[src/rtl/loop_pkg.sv]
// Shared types and constants for the loop value generator/collector pair.
package loop_pkg;
    localparam int LOOP_DW  = 4;
    localparam int LOOP_CAP = 8;
    localparam int LOOP_CW  = 5;
    localparam int LOOP_SW  = 8;

    typedef logic [LOOP_DW-1:0] loop_val_t;

    typedef struct packed {
        logic [LOOP_CW-1:0] count;
        logic [LOOP_SW-1:0] sum;
        logic               ovf;
    } loop_stat_t;
endpackage

[src/rtl/loop_fifo.sv]
// Synchronous DEPTH x DW FIFO with registered head and separate level counter.
module loop_fifo
    import loop_pkg::*;
#(
    parameter int DW    = LOOP_DW,
    parameter int DEPTH = LOOP_CAP,
    localparam int AW   = $clog2(DEPTH),
    localparam int LW   = AW + 1
) (
    input  logic          clk,
    input  logic          rst_n,
    input  logic          i_clr,
    input  logic          i_push,
    input  logic          i_pop,
    input  logic [DW-1:0] i_din,
    output logic [DW-1:0] o_dout,
    output logic          o_full,
    output logic          o_empty,
    output logic [LW-1:0] o_level
);
    logic [DW-1:0] r_mem [DEPTH];
    logic [AW-1:0] r_wptr;
    logic [AW-1:0] r_rptr;
    logic [LW-1:0] r_level;
    logic          w_push;
    logic          w_pop;

    assign o_full  = (r_level == LW'(DEPTH));
    assign o_empty = (r_level == '0);
    assign o_level = r_level;
    assign o_dout  = r_mem[r_rptr];

    // Refuse on full/empty here so callers may present raw requests.
    assign w_push = i_push && !o_full && !i_clr;
    assign w_pop  = i_pop && !o_empty && !i_clr;

    always_ff @(posedge clk or negedge rst_n) begin
        if (!rst_n) begin
            r_wptr  <= '0;
            r_rptr  <= '0;
            r_level <= '0;
            for (int i = 0; i < DEPTH; i++) begin
                r_mem[i] <= '0;
            end
        end else if (i_clr) begin
            r_wptr  <= '0;
            r_rptr  <= '0;
            r_level <= '0;
        end else begin
            if (w_push) begin
                r_mem[r_wptr] <= i_din;
                r_wptr        <= r_wptr + AW'(1);
            end
            if (w_pop) begin
                r_rptr <= r_rptr + AW'(1);
            end
            unique case ({w_push, w_pop})
                2'b10:   r_level <= r_level + LW'(1);
                2'b01:   r_level <= r_level - LW'(1);
                default: r_level <= r_level;
            endcase
        end
    end
endmodule

[src/rtl/loop_stream_collector.sv]
// Buffers loop values in a FIFO and publishes saturating per-burst count/sum records.
module loop_stream_collector
    import loop_pkg::*;
#(
    parameter int DW    = LOOP_DW,
    parameter int DEPTH = LOOP_CAP,
    parameter int CW    = LOOP_CW,
    parameter int SW    = LOOP_SW
) (
    input  logic                     clk,
    input  logic                     rst_n,
    input  logic                     clr,
    input  logic                     in_valid,
    output logic                     in_ready,
    input  logic [DW-1:0]            in_data,
    input  logic                     in_last,
    output logic                     out_valid,
    input  logic                     out_ready,
    output logic [DW-1:0]            out_data,
    output logic [$clog2(DEPTH):0]   level,
    output logic                     stat_valid,
    output logic [CW-1:0]            stat_count,
    output logic [SW-1:0]            stat_sum,
    output logic                     stat_ovf
);
    logic          w_full;
    logic          w_empty;
    logic          w_push;
    logic          w_pop;
    logic          w_acc_fire;
    logic [CW:0]   w_cnt_ext;
    logic [SW:0]   w_sum_ext;
    logic [CW-1:0] w_cnt_nxt;
    logic [SW-1:0] w_sum_nxt;
    logic          w_ovf_nxt;

    logic [CW-1:0] r_acc_cnt;
    logic [SW-1:0] r_acc_sum;
    logic          r_acc_ovf;
    logic          r_stat_valid;
    logic [CW-1:0] r_stat_count;
    logic [SW-1:0] r_stat_sum;
    logic          r_stat_ovf;

    assign in_ready   = !w_full;
    assign out_valid  = !w_empty;
    assign w_push     = in_valid && in_ready;
    assign w_pop      = out_valid && out_ready;
    assign w_acc_fire = w_push && !clr;

    loop_fifo #(
        .DW    (DW),
        .DEPTH (DEPTH)
    ) u_fifo (
        .clk     (clk),
        .rst_n   (rst_n),
        .i_clr   (clr),
        .i_push  (w_push),
        .i_pop   (w_pop),
        .i_din   (in_data),
        .o_dout  (out_data),
        .o_full  (w_full),
        .o_empty (w_empty),
        .o_level (level)
    );

    // Carry out of the widened add marks a clipped (saturated) update.
    assign w_cnt_ext = {1'b0, r_acc_cnt} + (CW+1)'(1);
    assign w_sum_ext = {1'b0, r_acc_sum} + (SW+1)'(in_data);
    assign w_cnt_nxt = w_cnt_ext[CW] ? '1 : w_cnt_ext[CW-1:0];
    assign w_sum_nxt = w_sum_ext[SW] ? '1 : w_sum_ext[SW-1:0];
    assign w_ovf_nxt = r_acc_ovf | w_cnt_ext[CW] | w_sum_ext[SW];

    always_ff @(posedge clk or negedge rst_n) begin
        if (!rst_n) begin
            r_acc_cnt    <= '0;
            r_acc_sum    <= '0;
            r_acc_ovf    <= 1'b0;
            r_stat_valid <= 1'b0;
            r_stat_count <= '0;
            r_stat_sum   <= '0;
            r_stat_ovf   <= 1'b0;
        end else begin
            r_stat_valid <= 1'b0;
            if (clr) begin
                r_acc_cnt <= '0;
                r_acc_sum <= '0;
                r_acc_ovf <= 1'b0;
            end else if (w_acc_fire) begin
                if (in_last) begin
                    r_stat_valid <= 1'b1;
                    r_stat_count <= w_cnt_nxt;
                    r_stat_sum   <= w_sum_nxt;
                    r_stat_ovf   <= w_ovf_nxt;
                    r_acc_cnt    <= '0;
                    r_acc_sum    <= '0;
                    r_acc_ovf    <= 1'b0;
                end else begin
                    r_acc_cnt <= w_cnt_nxt;
                    r_acc_sum <= w_sum_nxt;
                    r_acc_ovf <= w_ovf_nxt;
                end
            end
        end
    end

    assign stat_valid = r_stat_valid;
    assign stat_count = r_stat_count;
    assign stat_sum   = r_stat_sum;
    assign stat_ovf   = r_stat_ovf;
endmodule

[config.mk]
export PLATFORM = sky130hd
export DESIGN_NAME = loop_stream_collector
export DESIGN_NICKNAME = d
export VERILOG_FILES = /design/src/rtl/loop_pkg.sv /design/src/rtl/loop_fifo.sv /design/src/rtl/loop_stream_collector.sv
export SDC_FILE = /design/constraint.sdc
export NUM_CORES = 1
export LEC_CHECK = 0
export ABC_AREA = 0
export BUFFER_PORTS_ARGS = -buffer_cell sky130_fd_sc_hd__buf_2
export CAP_MARGIN = 10
export CORE_MARGIN = 1.5
export CORE_UTILIZATION = 59
export CTS_CLUSTER_DIAMETER = 50
export DETAILED_ROUTE_END_ITERATION = 8
export PLACE_DENSITY = 0.78
export SYNTH_ARGS = -nofsm -noshare
export SYNTH_HDL_FRONTEND = slang
export SYNTH_SLANG_ARGS = --single-unit
export TNS_END_PERCENT = 50
[constraint.sdc]
create_clock -name clk -period 3.4 [get_ports clk]
set_input_delay 0.51 -clock clk [delete_from_list [all_inputs] [get_ports clk]]
set_output_delay 0.51 -clock clk [all_outputs]
set_load 0.01 [all_outputs]
==> run metrics, run 1 <==
core footprint=5920 µm²; R2R cell count=9; Final Setup Violations=0; Hold Path Class=in2async; final non-filler cell total=424; remaining routing DRC violations=0; placed cells=408; PD cells=622 nW/µm²; final net count=364; Die ar.=6640 µm²; Worst Max-Slew Pin Slew=0.956 ns; Hold-fix buffers, CTS=0; vias in the first global route=2,471; Setup WS pre-CTS=0.459 ns; routed wire length=7290 µm; Synth Cell Area=3630 µm²; Unique masters post-synth=56; post-CTS setup buffer count=0; DRT iter0 DRCs=162; commonest non-fill, non-tap cell in the layout=dfrtp_1; Antenna Cells=0; CTS Buf Count=9; crit-path max FO=10; DRT Pass-1 Iters=5; post-synthesis mux area share=17.3%; wire per inst=17.2 µm; cell leakage power=1.85 nW; Syn Area/Cell=11.8 µm²; max_cap viols=0; Routed Antenna Nets=0; Worst Setup SP=u_fifo.o_level[0]$_DFFE_PN0P_; largest family of logic cells by synthesized area=multiplexers; fillers=439; FFs w/ async S/R, synth=100%; RR Startpoint=u_fifo.o_level[0]$_DFFE_PN0P_; ys flop type=dfrtp_1; Post-synth EDFFs=0; peak supply drop=367 µV; slew margin rel.=35.7%; Finished Core Util=68.2%; global-route wire length before repair=12,000 µm; Vias=2,560; Post-Synth Simple-Gate Area=11.7%; Seq/Total Area, Yosys=48.9%; PortBufs=34; Syn. warnings=0; Synth Area in Compound Gates=14.1%; Worst-path clk slew=0.08 ns; reg2reg setup slack=0.45 ns; setup TNS=0 ns; RSZ-0062 raised after global routing=no; Worst-Skew Late Latency=0.34 ns; fin. max-slew vios=0; most frequent cells in the layout=dfrtp_1 (71), mux2_2 (38), buf_2 (34), nand2_1 (30), o21ai_0 (22); Tot Pwr=2.51 mW; status=finished clean; final count of hold timing violations=0; layout cells sized above 1=32.1%; CTS tree=yes; Critical Setup Path Class=reg2reg; num ports=35; largest net degree at the start of global routing=34; clock skew=0.0127 ns; dpl cell area=3860 µm²; clock root buffer=clkbuf_8; CP Capture Type=register; Critical Path AT=3.21 ns; Via density=6.04; fin crit period=2.95 ns; Mapped Nets=329; Synth Area in XOR/XNOR=1.93%; final hold slack=0.113 ns; Synth Area in Adders=3.65%; cells after synthesis=309; Chip Height=81.5 µm; H-tree level count=3; DP Wirelength=5220 µm; cts repair resizes=0; Total GRT Usage=24.2%; Die Wd=81.5 µm; clk sinks=71; Critical Path RT=3.66 ns; Yosys reg bits=71; Max Fclk=339 MHz; CP startpoint kind=register; PnR worst setup slack=0.451 ns; fin area=4040 µm²; Final Cycle Share=86.7%; Syn-to-layout area delta=11.1%; initial antenna violation count=0; row cnt=28; initial core utilization=61.3%; FF-to-FF End=u_fifo.o_level[2]$_DFFE_PN0P_; GP Congestion=0.877; GRT overflow=0; Max Buffers Root-to-Sink=2
how the worst max path moves through the flow:
stage | cells after the start | endpoint | slack (ns)
6_report | 9 | u_fifo.o_level[2]$_DFFE_PN0P_ | 0.45
3_5_place_dp | 10 | u_fifo.o_level[2]$_DFFE_PN0P_ | 0.46
2_1_floorplan | 10 | u_fifo.o_level[2]$_DFFE_PN0P_ | 0.65
3_3_place_gp | 10 | u_fifo.o_level[2]$_DFFE_PN0P_ | 0.56
4_1_cts | 9 | u_fifo.o_level[2]$_DFFE_PN0P_ | 0.50
5_1_grt | 9 | u_fifo.o_level[2]$_DFFE_PN0P_ | 0.23
registers in the layout, indices dropped and copies added (netlist names):
name	flops
r_acc_cnt	5
r_acc_ovf	1
r_acc_sum	8
stat_count	5
stat_ovf	1
stat_sum	8
stat_valid	1
u_fifo.o_level	4
u_fifo.r_mem	32
u_fifo.r_rptr	3
u_fifo.r_wptr	3
synth_stat cells, drive strengths merged (2+ instances only):
cell | instances | area, µm²
a21oi | 15 | 78.8
nor4 | 3 | 25.0
mux4 | 8 | 180
or4 | 2 | 15.0
xor2 | 5 | 43.8
o21ai | 22 | 110
mux2i | 2 | 20.0
ha | 9 | 113
a22o | 4 | 35.0
nor2 | 15 | 56.3
o2bb2ai | 2 | 17.5
o21a | 2 | 15.0
a21o | 4 | 30.0
o31ai | 3 | 22.5
nand2 | 30 | 113
mux2 | 38 | 428
o2111ai | 2 | 17.5
dfrtp | 71 | 1780
nand3b | 3 | 22.5
or3b | 2 | 17.5
o22ai | 2 | 12.5
clkbuf | 8 | 30.0
a31oi | 5 | 31.3
nand3 | 4 | 20.0
inv | 5 | 18.8
buf | 6 | 35.0
and3 | 4 | 25.0
xnor2 | 3 | 26.3
nand4 | 3 | 25.0
a2111oi | 2 | 36.3
a211oi | 3 | 22.5
nor3 | 4 | 20.0
nor4b | 2 | 32.5
nor3b | 4 | 40.0
cells by family (layout without fill, tap and decap cells):
kind of cell	count (synthesis)	count (layout)
flip-flops	71	71
AND/OR/NAND/NOR	78	78
buffers and inverters	20	60
multiplexers	48	48
XOR/XNOR	8	8
AO/OA/AOI/OAI	74	74
adder cells (fa/ha/maj)	10	10
layout make-up:
| class | instances | area (µm²) | area share [%] |
|---|---|---|---|
| sequential | 71 | 1780 | 44.0 |
| clock inverter | 6 | 46.3 | 1.15 |
| timing repair buffer | 38 | 200 | 4.96 |
| inverter | 6 | 22.5 | 0.558 |
| clock buffer | 10 | 128 | 3.16 |
| tap | 75 | 93.8 | 2.33 |
| multi-input combinational | 218 | 1770 | 43.8 |
layer usage:
metal | up-vias | global-route usage (%) | routed length (µm)
li1 | 1222 | - | -
met1 | 1268 | 33.2 | 3240
met2 | 65 | 38.6 | 3630
met3 | 5 | 4.33 | 343
met4 | 0 | 8.97 | 69
met5 | - | 0 | 0
critical path, stage by stage (launching register included):
cell and delay (ns):
dfrtp_1 0.50, nor4b_4 0.55, o21ai_0 0.21, nor2_1 0.19, xor2_1 0.10, ha_1 0.24, or3b_2 0.44, a2111oi_0 0.41
a221oi_1 0.09, o2bb2ai_1 0.15
power breakdown:
part           switching, mW  internal (mW)
Clock                  0.326          0.268
Sequential             0.167           1.00
Combinational          0.345          0.398
No activity file was read; power rests on OpenSTA's default activity.
==> run 2: changes to the inputs <==
- CORE_UTILIZATION: 59 -> 35
- GPL_ROUTABILITY_DRIVEN: unset -> 0
- PLACE_DENSITY: 0.78 -> 0.51
==> run 2 against run 1 <==
Total power increased by 3.3%. First-iteration DRC count increased by 3.1%. Global-route usage is 8.6 points lower. Clock skew fell by 0.0041 ns. Maximum frequency increased by 1.5%. Sequential cell count did not move. Hold slack worse by 0.031 ns. Clock power is 14% higher. Die area is 66% higher. Highest routed layer unchanged.
==> run metrics, run 2 (synthesis results as in run 1) <==
status=finished clean (unchanged); wire per inst=16.0 µm (was 17.2 µm); CP startpoint kind=register (unchanged); cell leakage power=1.87 nW (was 1.85 nW); core footprint=10,200 µm² (was 5920 µm²); Chip Height=105 µm (was 81.5 µm); post-CTS setup buffer count=0 (unchanged); Syn-to-layout area delta=14.1% (was 11.1%); vias in the first global route=2,611 (was 2,471); clock skew=0.00858 ns (was 0.0127 ns); peak supply drop=229 µV (was 367 µV); fin crit period=2.91 ns (was 2.95 ns); remaining routing DRC violations=0 (unchanged); row cnt=37 (was 28); clk sinks=71 (unchanged); CTS tree=yes (unchanged); PD cells=626 nW/µm² (was 622 nW/µm²); PortBufs=34 (unchanged); cts repair resizes=0 (unchanged); Worst Max-Slew Pin Slew=0.686 ns (was 0.956 ns); slew margin rel.=54.3% (was 35.7%); CP Capture Type=register (unchanged); switching pwr=0.830 mW (was 0.838 mW); sw frac=32.0% (was 33.4%); Worst-Skew Late Latency=0.34 ns (about the same); Via density=5.30 (was 6.04); Critical Path RT=3.67 ns (was 3.66 ns); Critical Path AT=3.18 ns (was 3.21 ns); Critical Setup Path Class=reg2reg (unchanged); num ports=35 (unchanged); combinational power share=28.4% (was 29.6%); fin. max-slew vios=0 (unchanged); global-route wire length before repair=13,600 µm (was 12,000 µm); commonest non-fill, non-tap cell in the layout=dfrtp_1 (unchanged); crit-path max FO=10 (unchanged); initial antenna violation count=0 (unchanged); clock power share=26.3% (was 23.7%); DRT iter0 DRCs=167 (was 162); total internal power=1.76 mW (was 1.67 mW); final count of hold timing violations=0 (unchanged); routed wire length=7780 µm (was 7290 µm); Die ar.=11,000 µm² (was 6640 µm²); Hold-fix buffers, CTS=0 (unchanged); final hold slack=0.0829 ns (was 0.113 ns); DRT Pass-1 Iters=4 (was 5); Final Setup Violations=0 (unchanged); Largest Register=u_fifo.r_mem (unchanged); Tot Pwr=2.59 mW (was 2.51 mW); most frequent cells in the layout=dfrtp_1 (71), mux2_2 (38), buf_2 (34), nand2_1 (30), o21ai_0 (22) (unchanged); CTS Buf Count=9 (unchanged); Max Fclk=344 MHz (was 339 MHz); GRT overflow=0 (unchanged); setup TNS=0 ns (unchanged); Vias=2,575 (was 2,560); H-tree level count=3 (unchanged); Largest register FFs=32 (unchanged); clock root buffer=clkbuf_8 (unchanged); Final Cycle Share=85.5% (was 86.7%); DP Wirelength=5480 µm (was 5220 µm); max_cap viols=0 (unchanged); Hold Path Class=in2async (unchanged); Antenna Cells=0 (unchanged); Worst-path clk slew=0.08 ns (about the same); Die Wd=105 µm (was 81.5 µm); Max Buffers Root-to-Sink=2 (unchanged); Total GRT Usage=15.6% (was 24.2%); RSZ-0062 raised after global routing=no (unchanged); final net count=365 (was 364); layout cells sized above 1=32.3% (was 32.1%); Seq pwr share=45.3% (was 46.7%); largest net degree at the start of global routing=40 (was 34); initial core utilization=35.7% (was 61.3%); Routed Antenna Nets=0 (unchanged)
## run 2: cell count changes in the layout (fill, tap and decap cells not counted), sizes merged
cell	delta
clkinv	+1
inv	-1
bufinv	+1
clkbuf	+1
clkinvlp	-2
buf	+1
## run 2: per-stage QoR
stage / std cells / instance area (µm²) / setup WS [ns] / utilization (%)
detailed placement: 470 / 3950 / 0.485 / 38.7
global route: 486 / 4140 / 0.136 / 40.7
global placement: 470 / 3950 / 0.549 / 38.7
CTS: 486 / 4140 / 0.512 / 40.7
finish: 486 / 4140 / 0.493 / 40.7
floorplan: 309 / 3630 / 0.652 / -
## run 2: area by class of cell
type	count	area, µm²
clock buffers	11	141
fillers	989	6040
flip-flops and latches	71	1780
clock inverters	5	57.6
multi-input cells	218	1770
repair buffers	39	208
well taps	136	170
inverters	6	22.5
## run 2: critical path, cell delays in order, from the launching register on
cell	delay [ns]
dfrtp_1	0.51
nor4b_4	0.56
o21ai_0	0.19
nor2_1	0.18
xor2_1	0.09
ha_1	0.24
or3b_2	0.44
a2111oi_0	0.39
a221oi_1	0.09
o2bb2ai_1	0.14
## run 2: path summary, 6_finish.rpt
check | depth (start not counted) | from | slack, ns | end
max in group asynchronous | 3 | rst_n | 2.20 | stat_sum[3]$_DFFE_PN0P_
min reg2reg | 2 | stat_sum[0]$_DFFE_PN0P_ | 0.48 | stat_sum[0]$_DFFE_PN0P_
max | 9 | u_fifo.o_level[0]$_DFFE_PN0P_ | 0.49 | u_fifo.o_level[2]$_DFFE_PN0P_
max reg2reg | 9 | u_fifo.o_level[0]$_DFFE_PN0P_ | 0.49 | u_fifo.o_level[2]$_DFFE_PN0P_
min in group clk | 2 | stat_sum[0]$_DFFE_PN0P_ | 0.48 | stat_sum[0]$_DFFE_PN0P_
min | 1 | rst_n | 0.08 | u_fifo.r_rptr[2]$_DFFE_PN0P_
## run 2: power by group through the flow
stage / combinational (mW) / clock [mW] / sequential, mW
final: 0.737 / 0.681 / 1.18
after global routing: 0.820 / 0.739 / 1.21
after CTS: 0.747 / 0.714 / 1.18
after detailed placement: 0.745 / 0 / 1.20
after global placement: 0.737 / 0 / 1.19
after floorplan: 0.578 / 0 / 1.12
## run 2: layer usage
layer / track usage, % / share of wire, % / vias up
met1: 21.4 / 48 / 1281
met2: 24.1 / 47 / 47
met4: 5.87 / 1.9 / 0
met5: 0 / 0 / -
li1: - / - / 1233
met3: 3.56 / 3.3 / 14
